==> config.mk <==
export PLATFORM = sky130hd
export DESIGN_NAME = vx_operand_gather_flat
export DESIGN_NICKNAME = d
export VERILOG_FILES = /design/src/rtl/vx_operand_gather_if.sv /design/src/rtl/vx_operand_gather.sv /design/src/flat_wrapper.sv
export SDC_FILE = /design/constraint.sdc
export NUM_CORES = 1
export LEC_CHECK = 0
export CAP_MARGIN = 20
export CORE_AREA = 2 2 267 269
export DETAILED_ROUTE_END_ITERATION = 8
export DIE_AREA = 0 0 269 271
export PLACE_DENSITY = 0.49
export SLEW_MARGIN = 30
export SYNTH_ARGS = -nofsm -noshare
export SYNTH_HDL_FRONTEND = slang
export SYNTH_SLANG_ARGS = --single-unit
==> constraint.sdc <==
create_clock -name clk -period 5.19 [get_ports clk]
set_input_delay 0.7785 -clock clk [delete_from_list [all_inputs] [get_ports clk]]
set_output_delay 0.7785 -clock clk [all_outputs]
set_load 0.02 [all_outputs]
==> src/rtl/vx_operand_gather_if.sv <==
// vx_operand_gather_if
//   Groups the three handshakes of the operand gather stage:
//     in_*  : issued instruction (valid/ready, payload, warp index, rs indices)
//     gpr_* : single GPR read port, response arrives one cycle after request
//     out_* : gathered operands toward dispatch (valid/ready)
//   master : upstream/GPR/downstream side (drives requests, GPR data, out_ready)
//   slave  : the gather stage itself
interface vx_operand_gather_if #(
    parameter int NUM_THREADS = 4,
    parameter int XLEN        = 32,
    parameter int NR_BITS     = 6,
    parameter int WIS_W       = 2,
    parameter int META_W      = 64
);
    logic                          in_valid;
    logic                          in_ready;
    logic [META_W-1:0]             in_meta;
    logic [WIS_W-1:0]              in_wis;
    logic [NR_BITS-1:0]            in_rs1;
    logic [NR_BITS-1:0]            in_rs2;
    logic [NR_BITS-1:0]            in_rs3;

    logic                          gpr_rd_valid;
    logic [WIS_W+NR_BITS-1:0]      gpr_rd_addr;
    logic [NUM_THREADS*XLEN-1:0]   gpr_rd_data;

    logic                          out_valid;
    logic                          out_ready;
    logic [META_W-1:0]             out_meta;
    logic [WIS_W-1:0]              out_wis;
    logic [NUM_THREADS*XLEN-1:0]   out_rs1_data;
    logic [NUM_THREADS*XLEN-1:0]   out_rs2_data;
    logic [NUM_THREADS*XLEN-1:0]   out_rs3_data;

    modport master (
        output in_valid, in_meta, in_wis, in_rs1, in_rs2, in_rs3,
        input  in_ready,
        input  gpr_rd_valid, gpr_rd_addr,
        output gpr_rd_data,
        input  out_valid, out_meta, out_wis, out_rs1_data, out_rs2_data, out_rs3_data,
        output out_ready
    );

    modport slave (
        input  in_valid, in_meta, in_wis, in_rs1, in_rs2, in_rs3,
        output in_ready,
        output gpr_rd_valid, gpr_rd_addr,
        input  gpr_rd_data,
        output out_valid, out_meta, out_wis, out_rs1_data, out_rs2_data, out_rs3_data,
        input  out_ready
    );
endinterface

==> src/rtl/vx_operand_gather.sv <==
// vx_operand_gather
//   Accepts one issued instruction, reads its nonzero source registers one
//   per cycle through a single 1-cycle-latency GPR read port (rs1 > rs2 > rs3),
//   then holds metadata plus gathered operand vectors on the out handshake.
//   Ports:
//     clk   : clock
//     reset : synchronous, active-high
//     bus   : vx_operand_gather_if.slave (in_*, gpr_*, out_* handshakes)
module vx_operand_gather #(
    parameter int NUM_THREADS = 4,
    parameter int XLEN        = 32,
    parameter int NR_BITS     = 6,
    parameter int WIS_W       = 2,
    parameter int META_W      = 64
) (
    input  logic               clk,
    input  logic               reset,
    vx_operand_gather_if.slave bus
);
    localparam int DW = NUM_THREADS * XLEN;

    typedef enum logic [1:0] {S_IDLE, S_READ, S_DRAIN, S_OUT} state_e;

    state_e              r_state, w_state_nxt;
    logic [META_W-1:0]   r_meta;
    logic [WIS_W-1:0]    r_wis;
    logic [NR_BITS-1:0]  r_rs   [3];
    logic [2:0]          r_pend;     // operands still to be requested
    logic [2:0]          r_tag;      // one-hot: operand whose response lands this cycle
    logic [DW-1:0]       r_opnd [3];

    logic [2:0]          w_pend_in;
    logic [2:0]          w_sel_oh;
    logic [NR_BITS-1:0]  w_sel_idx;
    logic                w_accept;
    logic                w_rd_valid;

    assign w_pend_in = {bus.in_rs3 != '0, bus.in_rs2 != '0, bus.in_rs1 != '0};
    assign w_accept  = (r_state == S_IDLE) && bus.in_valid;

    // Lowest pending operand wins; later assignments take priority.
    always_comb begin
        w_sel_oh  = 3'b100;
        w_sel_idx = r_rs[2];
        if (r_pend[1]) begin
            w_sel_oh  = 3'b010;
            w_sel_idx = r_rs[1];
        end
        if (r_pend[0]) begin
            w_sel_oh  = 3'b001;
            w_sel_idx = r_rs[0];
        end
    end

    always_ff @(posedge clk) begin
        if (reset) r_state <= S_IDLE;
        else       r_state <= w_state_nxt;
    end

    always_comb begin
        w_state_nxt   = r_state;
        bus.in_ready  = 1'b0;
        bus.out_valid = 1'b0;
        w_rd_valid    = 1'b0;
        case (r_state)
            S_IDLE: begin
                bus.in_ready = 1'b1;
                if (bus.in_valid) w_state_nxt = (|w_pend_in) ? S_READ : S_OUT;
            end
            S_READ: begin
                w_rd_valid = 1'b1;
                if ((r_pend & ~w_sel_oh) == 3'b000) w_state_nxt = S_DRAIN;
            end
            // last response is captured here; nothing else to do
            S_DRAIN: w_state_nxt = S_OUT;
            S_OUT: begin
                bus.out_valid = 1'b1;
                if (bus.out_ready) w_state_nxt = S_IDLE;
            end
        endcase
    end

    assign bus.gpr_rd_valid = w_rd_valid;
    assign bus.gpr_rd_addr  = w_rd_valid ? {r_wis, w_sel_idx} : '0;

    always_ff @(posedge clk) begin
        if (reset) begin
            r_meta <= '0;
            r_wis  <= '0;
            r_pend <= '0;
            r_tag  <= '0;
            for (int k = 0; k < 3; k++) begin
                r_rs[k]   <= '0;
                r_opnd[k] <= '0;
            end
        end else begin
            r_tag <= w_rd_valid ? w_sel_oh : 3'b000;
            for (int k = 0; k < 3; k++) begin
                if (r_tag[k]) r_opnd[k] <= bus.gpr_rd_data;
            end
            if (w_accept) begin
                r_meta  <= bus.in_meta;
                r_wis   <= bus.in_wis;
                r_rs[0] <= bus.in_rs1;
                r_rs[1] <= bus.in_rs2;
                r_rs[2] <= bus.in_rs3;
                r_pend  <= w_pend_in;
                for (int k = 0; k < 3; k++) r_opnd[k] <= '0;
            end else if (w_rd_valid) begin
                r_pend <= r_pend & ~w_sel_oh;
            end
        end
    end

    assign bus.out_meta     = r_meta;
    assign bus.out_wis      = r_wis;
    assign bus.out_rs1_data = r_opnd[0];
    assign bus.out_rs2_data = r_opnd[1];
    assign bus.out_rs3_data = r_opnd[2];
endmodule
==> src/flat_wrapper.sv <==
// flat-port wrapper written by rule: the top's interface ports become plain ports
module vx_operand_gather_flat 
#(
    parameter int NUM_THREADS = 4,
    parameter int XLEN        = 32,
    parameter int NR_BITS     = 6,
    parameter int WIS_W       = 2,
    parameter int META_W      = 64
)
  (clk, reset, bus_in_valid, bus_in_meta, bus_in_wis, bus_in_rs1, bus_in_rs2, bus_in_rs3, bus_in_ready, bus_gpr_rd_valid, bus_gpr_rd_addr, bus_gpr_rd_data, bus_out_valid, bus_out_meta, bus_out_wis, bus_out_rs1_data, bus_out_rs2_data, bus_out_rs3_data, bus_out_ready);
  vx_operand_gather_if #(.NUM_THREADS(NUM_THREADS), .XLEN(XLEN), .NR_BITS(NR_BITS), .WIS_W(WIS_W), .META_W(META_W)) bus_i ();
  input  logic clk;
  input  logic reset;
  input wire logic [$bits(bus_i.in_valid)-1:0] bus_in_valid;
  input wire logic [$bits(bus_i.in_meta)-1:0] bus_in_meta;
  input wire logic [$bits(bus_i.in_wis)-1:0] bus_in_wis;
  input wire logic [$bits(bus_i.in_rs1)-1:0] bus_in_rs1;
  input wire logic [$bits(bus_i.in_rs2)-1:0] bus_in_rs2;
  input wire logic [$bits(bus_i.in_rs3)-1:0] bus_in_rs3;
  output wire logic [$bits(bus_i.in_ready)-1:0] bus_in_ready;
  output wire logic [$bits(bus_i.gpr_rd_valid)-1:0] bus_gpr_rd_valid;
  output wire logic [$bits(bus_i.gpr_rd_addr)-1:0] bus_gpr_rd_addr;
  input wire logic [$bits(bus_i.gpr_rd_data)-1:0] bus_gpr_rd_data;
  output wire logic [$bits(bus_i.out_valid)-1:0] bus_out_valid;
  output wire logic [$bits(bus_i.out_meta)-1:0] bus_out_meta;
  output wire logic [$bits(bus_i.out_wis)-1:0] bus_out_wis;
  output wire logic [$bits(bus_i.out_rs1_data)-1:0] bus_out_rs1_data;
  output wire logic [$bits(bus_i.out_rs2_data)-1:0] bus_out_rs2_data;
  output wire logic [$bits(bus_i.out_rs3_data)-1:0] bus_out_rs3_data;
  input wire logic [$bits(bus_i.out_ready)-1:0] bus_out_ready;
  assign bus_i.in_valid = bus_in_valid;
  assign bus_i.in_meta = bus_in_meta;
  assign bus_i.in_wis = bus_in_wis;
  assign bus_i.in_rs1 = bus_in_rs1;
  assign bus_i.in_rs2 = bus_in_rs2;
  assign bus_i.in_rs3 = bus_in_rs3;
  assign bus_in_ready = bus_i.in_ready;
  assign bus_gpr_rd_valid = bus_i.gpr_rd_valid;
  assign bus_gpr_rd_addr = bus_i.gpr_rd_addr;
  assign bus_i.gpr_rd_data = bus_gpr_rd_data;
  assign bus_out_valid = bus_i.out_valid;
  assign bus_out_meta = bus_i.out_meta;
  assign bus_out_wis = bus_i.out_wis;
  assign bus_out_rs1_data = bus_i.out_rs1_data;
  assign bus_out_rs2_data = bus_i.out_rs2_data;
  assign bus_out_rs3_data = bus_i.out_rs3_data;
  assign bus_i.out_ready = bus_out_ready;
  vx_operand_gather #(.NUM_THREADS(NUM_THREADS), .XLEN(XLEN), .NR_BITS(NR_BITS), .WIS_W(WIS_W), .META_W(META_W)) u_core (.clk(clk), .reset(reset), .bus(bus_i));
endmodule
# Yosys cells after proc, flatten, opt, wreduce, memory -nomap -nowiden
# Memories as Yosys holds them, arrays and structs flattened.
# Index checks and enable logic that the tools add are counted.
word_totals:
  out_inout_bits: 461
  ram_bits: 402
  register_bits: 74
  wordCells: 73
  memories: 2
mem_list:
  columns: ["memory", "depth", "word_bits", "rd", "rd_clocked_by_memory_dff", "wr", "line_no", "text"]
  rows:
  - ["u_core.r_opnd", 3, 128, 3, 0, 3, "vx_operand_gather.sv:30", "logic [DW-1:0] r_opnd [3];"]
  - ["u_core.r_rs", 3, 6, 3, 0, 3, "vx_operand_gather.sv:27", "logic [NR_BITS-1:0] r_rs [3];"]
op_classes:
  n_eq_ne: 6
  n_mux: 38
  n_bitwise: 12
  n_reduce_logical: 10
ops:
  columns: ["op", "n"]
  rows:
  - ["128-bit two-way mux", 6]
  - ["6-bit two-way mux", 5]
  - ["6-bit nonzero test", 3]
  - ["1-bit two-way mux", 17]
  - ["3-bit two-way mux", 4]
  - ["1-bit OR", 9]
  - ["2-bit two-way mux", 4]
  - ["8-bit two-way mux", 1]
  - ["2-bit one-hot mux with 4 select lines", 1]
  - ["2-bit equality test, second input constant", 2]
  - ["2-bit != test, second input constant", 2]
  - ["3-bit AND", 1]
  - ["3-bit zero test", 1]
  - ["3-bit NOT", 1]
  - ["3-bit AND reduction", 1]
  - ["3-bit OR reduction", 1]
  - ["2-bit by 1-bit equality test with 1-bit output, second input constant", 1]
  - ["2-bit zero test", 1]
  - ["2-bit by 1-bit != test with 1-bit output, second input constant", 1]
  - ["2-bit nonzero test", 1]
  - ["2-bit OR reduction", 1]
  - ["1-bit logical AND", 1]
  - ["1-bit NOT", 1]

# Logic depth before layout (Yosys ltp)
# Gate-level depths: netlist (run 1).
logic_depth:
  ltp_word: 7
  depth_mapped: 7
  depth_no_buf: 6

# Worst setup path after synthesis (run 1)
# Ideal clock, no wire load.
synth_timing:
  path_type: "input port to flip-flop"
  startpoint: "input port reset"
  endpoint: "memory u_core.r_rs[0][0], enable pin"
  setup_slack_ns: 2.970
  arrival_ns: 1.830
  cell_stages: 4
  required_time_ns: 4.801
  path_buffers: 2
  cell_sequence: "buf_2 -> a21oi_2 -> inv_2 -> clkbuf_1"
synth_lines:
  columns: ["element", "line_no", "text"]
  rows:
  - ["from (decl)", "flat_wrapper.sv:13", "input logic reset;"]
  - ["to (decl)", "vx_operand_gather.sv:27", null]

# Final worst setup path (run 1)
layout_timing:
  startpoint: "register u_core.r_state[1]"
  endpoint: "output port bus_gpr_rd_addr[2]"
layout_between:
  elab_chain_cells: 3
layout_lines:
  columns: ["element", "line_no", "text"]
  rows:
  - ["from (decl)", "vx_operand_gather.sv:24", "state_e r_state, w_state_nxt;"]
  - ["from (signal assigned)", "vx_operand_gather.sv:57", "else r_state <= w_state_nxt;"]
  - ["2-bit by 1-bit equality test with 1-bit output", "vx_operand_gather.sv:65", "case (r_state)"]
  - ["1-bit two-way mux", "vx_operand_gather.sv:65", null]
  - ["8-bit two-way mux", "vx_operand_gather.sv:84", "assign bus.gpr_rd_addr = w_rd_valid ? {r_wis, w_sel_idx} : '0;"]
  - ["to (decl)", "flat_wrapper.sv:22", "output wire logic [$bits(bus_i.gpr_rd_addr)-1:0] bus_gpr_rd_addr;"]
# No other way between the ends.

==> results.yml, run 1 <==
outcome:
  outcome: "finished, final reports clean"
pwr:
  clockPowerShare: 0.365
  power.switching_fraction: 0.2971
  p_leak_nw: 8.865
  irDropWorstVdd_v: 0.0002419
  share_seq_of_total_power: 0.401
  combinationalPowerShare: 0.233
  power.density_cell_area_nw_per_um2: 404.6
  internal_power_contribution_mw: 7.433
  power.switching_mw: 3.141
synthesis:
  postSynthNetCount: 1714
  synth-seq-area-share: 0.5836
  syn-mean-instance-area_um2: 11.14
  synth_top_area_cell: "dfxtp_1"
  synthDistinctLibCells: 33
  synth_area_leaders: "dfxtp_1, mux2i_1, nor2_1, a22o_1, edfxtp_1"
  ys_seq_elements: 476
  ys_warn_count: 0
  synth_top_area_share: 0.5511
  cell_area_after_technology_mapping_um2: 16640
  synthesis.instances: 1493
cts:
  cts_setup_buffers: 0
  cts.sink_count: 476
  clockRootBuffer: "clkbuf_16"
  worst_skew_pair.late_latency_ps: 590
  cts_tree: "done"
  ctsLongestPathBuffers: 3
  numCtsBuffers: 54
  cts-resized-gates: 0
  cts_hold_buffers: 0
  path_clk_slew_ps: 60
  cts.htree.levels: 2
timing:
  worst_slack_ps: 1873
  timing.final.setup_violations: 0
  timing_worst_slew_pin_value_ps: 927.4
  hold_viol: 0
  timing.slew.headroom: 0.3817
  skew_ps: 17.07
  rsz0062_at_grt: "false"
  fin_crit_sh: 0.6391
  tns_ps: 0
  maxSlewViolCount: 0
  fmaxAchievable_ghz: 0.3015
  finalCriticalPeriod_ps: 3317
route:
  antenna_left: 0
  detail_route.first_pass.iterations: 6
  vias_per_cell: 4.162
  remaining_drc_errors: 0
  avgRoutedWirePerCell_um: 18.50
  num_vias: 12990
  drt_wl_total_um: 57750
  drt_first_iter_violations: 483
floorplan:
  io-pin-count: 677
  core_area_um2: 69790
  die_width_um: 269
  floorplan.die.height_um: 271
  floorplan.die_area_um2: 72900
  start_util: 0.2384
  number_of_placement_rows: 97
worst_setup_path:
  setup.worst_path.end_class: "output port"
  cpPeakStageDelay_ps: 640
  cp.required_ps: 4410
  timing.critical_path.from_type: "flop"
  critical_path.slowest_cell: "clkdlybuf4s50_1"
  worst-endpoint-arrival_ps: 2540
  criticalPathCategory: "reg2out"
  maximum_fanout_encountered_on_the_critical_timing_path: 13
  critical_path_cell_list: "inv_1, ha_1, o211a_1, clkdlybuf4s50_1"
final_layout:
  syn2layout_area_growth_pct: 57.09
  final_layout_size_suffix_gt1_frac: 0.05051
  regArea_um2: 9721
  area_of_the_multi_input_gates_um2: 6435
  mostFrequentLayoutCells: "clkdlybuf4s50_1, dfxtp_1, mux2i_1"
  final.fill_count: 6847
  commonest_non_fill_non_tap_cell_in_the_layout: "clkdlybuf4s50_1"
  design.final.nets: 2354
global_route:
  grt_util_all_layers: 0.1514
  grt_overflow: 0
  globalRoute.busiestLayer: "met2"
  initial_antenna_violation_count: 5
  grt_use_met2: 0.2707
  grt_util_met3: 0.05907
  grt_first_pass_wirelength_um: 84700
  grt_max_degree: 146
  groute.layer.met1.usage: 0.1631
  first_global_vias: 13210
flow_run:
  drv_cap: 0
placed_design:
  place.gp.congestion: 0.7821
  dpl.hpwl_um: 41030
  place_worst_setup_slack_ps: 2115
  port_buffers: 676
min_path:
  hold_path_class: "reg2reg"
## registers in the layout (all words and copies together) (netlist names)
name / count
u_core.r_opnd: 384
u_core.bus.out_meta: 64
u_core.r_rs: 18
u_core.r_pend: 3
u_core.r_tag: 3
u_core.bus.out_wis: 2
u_core.r_state: 2
## metal layers
layer | up-vias | wire (µm)
li1 | 6361 | -
met1 | 6091 | 22110
met5 | - | 30
met2 | 448 | 28820
met4 | 4 | 1493
met3 | 87 | 5306
## through the flow
stage	hold WS [ps]	instance area [µm²]	cells	utilization	power [mW]
floorplan	431.8	16640	1493	-	5.672
global placement	456.2	24280	3016	0.3480	6.795
detailed placement	458.5	24280	3016	0.3480	6.809
CTS	466.7	26100	3117	0.3740	10.75
global route	501.3	26130	3119	0.3744	11.09
finish	462.0	26130	3121	0.3745	10.57
## worst paths after layout
check        cells after the start                      startpoint                                end  slack, ps
max                              4  u_core.r_state[1]$_SDFFE_PP0P_                 bus_gpr_rd_addr[2]       1870
max reg2reg                      7  u_core.r_state[0]$_SDFFE_PP0P_  u_core.r_opnd[0][17]$_SDFFE_PP0P_       2840
min                              2   u_core.r_pend[0]$_SDFFE_PP0P_         u_core.r_tag[0]$_SDFF_PP0_        460
min reg2reg                      2   u_core.r_pend[0]$_SDFFE_PP0P_         u_core.r_tag[0]$_SDFF_PP0_        460
## power by group through the flow
stage          registers [mW]  clock network, mW  logic, mW
6_report                 4.24               3.86       2.47
5_1_grt                  4.28               4.16       2.65
4_1_cts                  4.25               4.01       2.50
3_5_place_dp             4.32                  0       2.49
3_3_place_gp             4.31                  0       2.48
2_1_floorplan            4.54                  0       1.13
## cell usage after synthesis, drive strengths merged
library cell and n:
nand3 1, nand4 1, dfxtp 458, o22ai 1, ha 5, a311oi 1, inv 5, nand2 8
o32ai 1, a221oi 1, nor2 390, o21a 1, and2 20, o211a 6, maj3 1, nand2b 2
nor2b 1, a21oi 1, o21ai 1, clkbuf 23, buf 81, edfxtp 18, mux2i 390, nor3b 1
or4 3, or2 1, a22o 66, nor3 4, a211oi 1
## area by class of cell
| type | instances | share of cell area |
|---|---|---|
| antenna | 3 | 0.0002873 |
| clock buffer | 85 | 0.06238 |
| clock inverter | 16 | 0.007134 |
| inverter | 5 | 0.001005 |
| multi-input combinational | 908 | 0.2462 |
| sequential | 476 | 0.3720 |
| tap | 940 | 0.04500 |
| timing repair buffer | 688 | 0.2660 |
## kinds of logic (layout without fill, tap and decap cells)
logic type                 after synthesis  count (layout)  share of synthesized area
muxes                                  390             390                     0.2347
adders and majority gates                6               6                   0.004362
DFF                                    476             476                     0.5836
other                                    0               3                          0
AOI/OAI and AO/OA                       80              80                    0.04242
buffers and inverters                  109             794                    0.03046
and+or+nand+nor                        432             432                     0.1045
## critical path, delay by kind of cell (launching register included)
kind,cells,cell delay [ps]
AO/OA/AOI/OAI,1,280
adder cells (fa/ha/maj),1,570
buffers and inverters,2,740
flip-flops,1,340
No activity file was read; power rests on OpenSTA's default activity.
==> inputs of run 2 (changes only) <==
Settings changed: CORE_AREA 2 2 267 269 to 2 2 260 262, DIE_AREA 0 0 269 271 to 0 0 262 264, PLACE_DENSITY 0.49 to 0.51.
Clock period 5.19 ns to 3.41 ns, I/O delays scaled along.
==> results.yml, run 2 (synthesis gave the netlist of run 1 again) <==
worst_setup_path:
  setup.worst_path.end_class: "output port"
  timing.critical_path.from_type: "flop"
  rrSetupSlack_ps: 1330
  maximum_fanout_encountered_on_the_critical_timing_path: 13
  criticalPathCategory: "reg2out"
  worst-endpoint-arrival_ps: 2520
  critical_path_cell_list: "inv_1, ha_1, o211a_1, clkdlybuf4s50_1"
  cpPeakStageDelay_ps: 610
  reg2reg_depth: 6
  cp.buffers_inverters: 2
  reg2reg_from: "u_core.r_state[0]$_SDFFE_PP0P_"
  cpLargestDelayFamily: "buffers and inverters"
  regToRegEndpoint: "u_core.bus.out_meta[9]$_SDFFE_PP0P_"
  cp.required_ps: 2900
  critical_path.slowest_cell: "clkdlybuf4s50_1"
placed_design:
  dp.cells: 2962
  port_buffers: 676
  dpl.hpwl_um: 43590
  place.gp.congestion: 0.8155
  dpl-instance-area_um2: 24370
cts:
  path_clk_slew_ps: 60
  cts_hold_buffers: 0
  cts_setup_buffers: 0
  clockRootBuffer: "clkbuf_16"
  cts-resized-gates: 0
  ctsLongestPathBuffers: 3
  cts.htree.levels: 2
  numCtsBuffers: 53
  cts_tree: "done"
  cts.sink_count: 476
  worst_skew_pair.late_latency_ps: 600
final_layout:
  mostFrequentLayoutCells: "clkdlybuf4s50_1, dfxtp_1, mux2i_1"
  largest_reg_flops: 384
  final-instance-count-excl-fill: 3062
  registers.top_by_ff_count: "u_core.r_opnd"
  design.final.nets: 2365
  final_core_utilization: 0.3915
  final_layout_size_suffix_gt1_frac: 0.05309
  syn2layout_area_growth_pct: 56.64
  finalInstanceArea_um2: 26060
  commonest_non_fill_non_tap_cell_in_the_layout: "clkdlybuf4s50_1"
global_route:
  first_global_vias: 13320
  grt_util_all_layers: 0.1642
  grt_first_pass_wirelength_um: 86090
  grt_overflow: 0
  grt_max_degree: 85
  initial_antenna_violation_count: 4
timing:
  timing.slew.headroom: 0.4871
  maxSlewViolCount: 0
  timing_worst_slew_pin_value_ps: 769.3
  rsz0062_at_grt: "false"
  hold-worst-slack_ps: 455.3
  tns_ps: 0
  hold_viol: 0
  timing.final.setup_violations: 0
  skew_ps: 12.38
  fmaxAchievable_ghz: 0.3299
  finalCriticalPeriod_ps: 3032
  fin_crit_sh: 0.8890
route:
  avgRoutedWirePerCell_um: 19.36
  drt_first_iter_violations: 504
  remaining_drc_errors: 0
  num_vias: 13020
  drt_wl_total_um: 59280
  detail_route.first_pass.iterations: 6
  antenna_left: 0
  vias_per_cell: 4.252
pwr:
  power.density_cell_area_nw_per_um2: 607.1
  p_leak_nw: 8.880
  irDropWorstVdd_v: 0.0003892
min_path:
  min_delay_path_depth: 2
  hold_path_sink: "u_core.r_tag[0]$_SDFF_PP0_"
  hold_path.startpoint: "u_core.r_pend[0]$_SDFFE_PP0P_"
  hold_path_class: "reg2reg"
floorplan:
  io-pin-count: 677
  core_area_um2: 66560
  start_util: 0.2499
  die_width_um: 262
  number_of_placement_rows: 95
  floorplan.die_area_um2: 69170
  floorplan.die.height_um: 264
outcome:
  outcome: "finished, final reports clean"
flow_run:
  drv_cap: 0
run 2: cell count changes in the layout (fill, tap and decap cells not counted):
| cell | delta |
|---|---|
| buf_12 | +6 |
| buf_16 | -1 |
| buf_4 | +7 |
| bufinv_16 | -2 |
| clkbuf_1 | +1 |
| clkbuf_16 | -2 |
| clkbuf_8 | -2 |
| clkinv_2 | +2 |
| clkinvlp_4 | -2 |
| diode_2 | +1 |
run 2: power breakdown:
part           internal, mW  switching (mW)  total (mW)
combinational          1.75            2.10        3.84
clock                  3.21            2.31        5.51
sequential             6.10           0.366        6.46
total                  11.1            4.77        15.8
run 2: worst max-delay path by stage:
stage | startpoint | to | slack, ps | cells past startpoint
CTS | u_core.r_state[1]$_SDFFE_PP0P_ | bus_gpr_rd_addr[5] | 330 | 4
global placement | reset | u_core.r_opnd[0][377]$_SDFFE_PP0P_ | 940 | 5
finish | u_core.r_state[1]$_SDFFE_PP0P_ | bus_gpr_rd_addr[5] | 380 | 4
global route | u_core.r_state[1]$_SDFFE_PP0P_ | bus_gpr_rd_addr[4] | 280 | 4
floorplan | u_core.r_state[0]$_SDFFE_PP0P_ | u_core.r_rs[0][0]$_SDFFCE_PN0P_ | 1330 | 5
detailed placement | reset | u_core.r_opnd[0][378]$_SDFFE_PP0P_ | 900 | 5
run 2: routing by layer:
layer / wire length (µm) / share of wire / vias up / GRT usage
li1: - / - / 6365 / -
met1: 23230 / 0.39 / 6089 / 0.1814
met2: 29750 / 0.50 / 481 / 0.2949
met3: 4870 / 0.082 / 82 / 0.05440
met4: 1409 / 0.024 / 2 / 0.05008
met5: 13 / 0.00022 / - / 0
run 2: metrics by stage:
step | setup WS [ps] | total power, mW
floorplan | 1333 | 8.633
global placement | 943.2 | 10.43
detailed placement | 897.9 | 10.46
CTS | 331.5 | 16.07
global route | 283.8 | 16.56
finish | 378.4 | 15.82
run 2: cell type report:
cell class / count / area (µm²)
diodes: 4 / 10.01
repair buffers: 700 / 7097
inverters: 5 / 26.28
well taps: 873 / 1092
fillers: 6511 / 40510
clock buffers: 82 / 1556
flip-flops and latches: 476 / 9721
multi-input cells: 908 / 6435
clock inverters: 14 / 121.4
run 2: tightest hold or removal path, delay by kind of cell, from the launching register on:
family | cells | cell delay, ps
flip-flops | 1 | 330
AND/OR/NAND/NOR | 2 | 90
==> inputs of run 3 (changes only) <==
Settings changed: CORE_AREA 2 2 260 262 to 2 2 263 265, DIE_AREA 0 0 262 264 to 0 0 265 267, DONT_BUFFER_PORTS set to 1, PLACE_DENSITY 0.51 to 0.38.
==> results.yml, run 3 (synthesis gave the netlist of run 1 again) <==
global_route:
  grt_max_degree: 90
  first_global_vias: 10490
  grt_first_pass_wirelength_um: 75640
  initial_antenna_violation_count: 1
  grt_util_all_layers: 0.1423
  grt_overflow: 0
floorplan:
  core_area_um2: 67990
  die_width_um: 265
  number_of_placement_rows: 96
  floorplan.die.height_um: 267
  floorplan.die_area_um2: 70760
  io-pin-count: 677
  start_util: 0.2447
worst_setup_path:
  setup.worst_path.end_class: "output port"
  cp.buffers_inverters: 1
  worst-endpoint-arrival_ps: 2120
  cpPeakStageDelay_ps: 700
  regToRegEndpoint: "u_core.bus.out_meta[9]$_SDFFE_PP0P_"
  cp.required_ps: 2900
  critical_path_cell_list: "inv_1, ha_1, o211a_1"
  timing.critical_path.from_type: "flop"
  reg2reg_depth: 6
  maximum_fanout_encountered_on_the_critical_timing_path: 13
  rrSetupSlack_ps: 980
  critical_path.slowest_cell: "ha_1"
  reg2reg_from: "u_core.r_state[0]$_SDFFE_PP0P_"
  criticalPathCategory: "reg2out"
  cpLargestDelayFamily: "adder cells"
timing:
  fmaxAchievable_ghz: 0.3801
  maxSlewViolCount: 0
  tns_ps: 0
  timing.final.setup_violations: 0
  fin_crit_sh: 0.7716
  hold-worst-slack_ps: 51.33
  hold_viol: 0
  rsz0062_at_grt: "false"
  worst_slack_ps: 778.8
  skew_ps: 19.89
  finalCriticalPeriod_ps: 2631
  timing.slew.headroom: 0.4314
  timing_worst_slew_pin_value_ps: 852.9
min_path:
  hold_path.startpoint: "bus_in_meta[28]"
  hold_path_sink: "u_core.bus.out_meta[28]$_SDFFE_PP0P_"
  min_delay_path_depth: 1
  hold_path_class: "in2reg"
final_layout:
  mostFrequentLayoutCells: "dfxtp_1, mux2i_1, nor2_1"
  area_of_the_multi_input_gates_um2: 6435
  commonest_non_fill_non_tap_cell_in_the_layout: "dfxtp_1"
  final_layout_size_suffix_gt1_frac: 0.08108
  design.final.nets: 1696
  final.fill_count: 7009
  syn2layout_area_growth_pct: 16.98
  registers.top_by_ff_count: "u_core.r_opnd"
  final_core_utilization: 0.2863
  regArea_um2: 9721
  n_antenna_cell: 0
  largest_reg_flops: 384
cts:
  clockRootBuffer: "clkbuf_16"
  worst_skew_pair.late_latency_ps: 590
  cts_setup_buffers: 0
  cts.htree.levels: 2
  ctsLongestPathBuffers: 3
  cts.sink_count: 476
  path_clk_slew_ps: 70
  numCtsBuffers: 53
  cts_tree: "done"
route:
  drt_first_iter_violations: 420
  avgRoutedWirePerCell_um: 22.22
  drt_wl_total_um: 53300
  vias_per_cell: 4.416
  num_vias: 10590
  remaining_drc_errors: 0
  detail_route.first_pass.iterations: 5
  antenna_left: 0
placed_design:
  place.gp.congestion: 0.8014
  dpl.hpwl_um: 38310
  place_worst_setup_slack_ps: 984.7
  port_buffers: 0
pwr:
  p_leak_nw: 6.547
  irDropWorstVdd_v: 0.0004400
  power.density_cell_area_nw_per_um2: 767.0
  fin_total_pwr_mw: 14.93
outcome:
  outcome: "finished, final reports clean"
flow_run:
  drv_cap: 0
==> run 3: cell count changes in the layout (fill, tap and decap cells not counted), sizes merged <==
cell	previous run	this run
clkdlybuf4s50	676	0
clkbuf	82	80
dlygate4sd3	0	9
buf	24	22
bufinv	1	2
inv	6	7
clkinv	12	13
diode	4	0
==> run 3: cell type report <==
class	count	area share
clock buffers	80	0.08326
clock inverters	17	0.007715
inverters	5	0.001350
multi-input cells	908	0.3307
flip-flops and latches	476	0.4995
well taps	882	0.05671
repair buffers	31	0.02083
==> run 3: what timing repair did <==
item | CTS | global route
gates resized for setup | 0 | 0
hold endpoints to repair | 14 | 0
hold buffers | 9 | 0
==> run 3: report_power, final <==
part / internal, mW / total [mW] / leakage (nW) / switching [mW]
clock network: 3.42 / 5.78 / 0.886 / 2.36
logic: 0.852 / 2.09 / 1.76 / 1.24
registers: 6.10 / 7.06 / 3.90 / 0.961
total: 10.4 / 14.9 / 6.55 / 4.56
==> run 3: worst max-delay path by stage <==
stage / start / end / cells past startpoint
5_1_grt: u_core.r_state[1]$_SDFFE_PP0P_ / bus_gpr_rd_addr[2] / 3
3_3_place_gp: u_core.r_state[0]$_SDFFE_PP0P_ / u_core.bus.out_meta[41]$_SDFFE_PP0P_ / 6
3_5_place_dp: u_core.r_state[0]$_SDFFE_PP0P_ / u_core.bus.out_meta[19]$_SDFFE_PP0P_ / 6
4_1_cts: u_core.r_state[1]$_SDFFE_PP0P_ / bus_gpr_rd_addr[0] / 3
6_report: u_core.r_state[1]$_SDFFE_PP0P_ / bus_gpr_rd_addr[0] / 3
2_1_floorplan: u_core.r_state[0]$_SDFFE_PP0P_ / u_core.r_rs[0][0]$_SDFFCE_PN0P_ / 5
==> run 3: metal layers <==
metal | part of all wire | vias to the layer above | track usage
met2 | 0.51 | 476 | 0.2588
met3 | 0.11 | 73 | 0.06440
met1 | 0.35 | 5008 | 0.1462
met4 | 0.022 | 0 | 0.04153
li1 | - | 5037 | -
met5 | 0 | - | 0
==> run 3: stage by stage <==
step / cell area, µm² / cells
6_report: 19460 / 2399
3_5_place_dp: 17600 / 2293
4_1_cts: 19460 / 2399
3_3_place_gp: 17600 / 2293
5_1_grt: 19460 / 2399
2_1_floorplan: 16640 / 1493
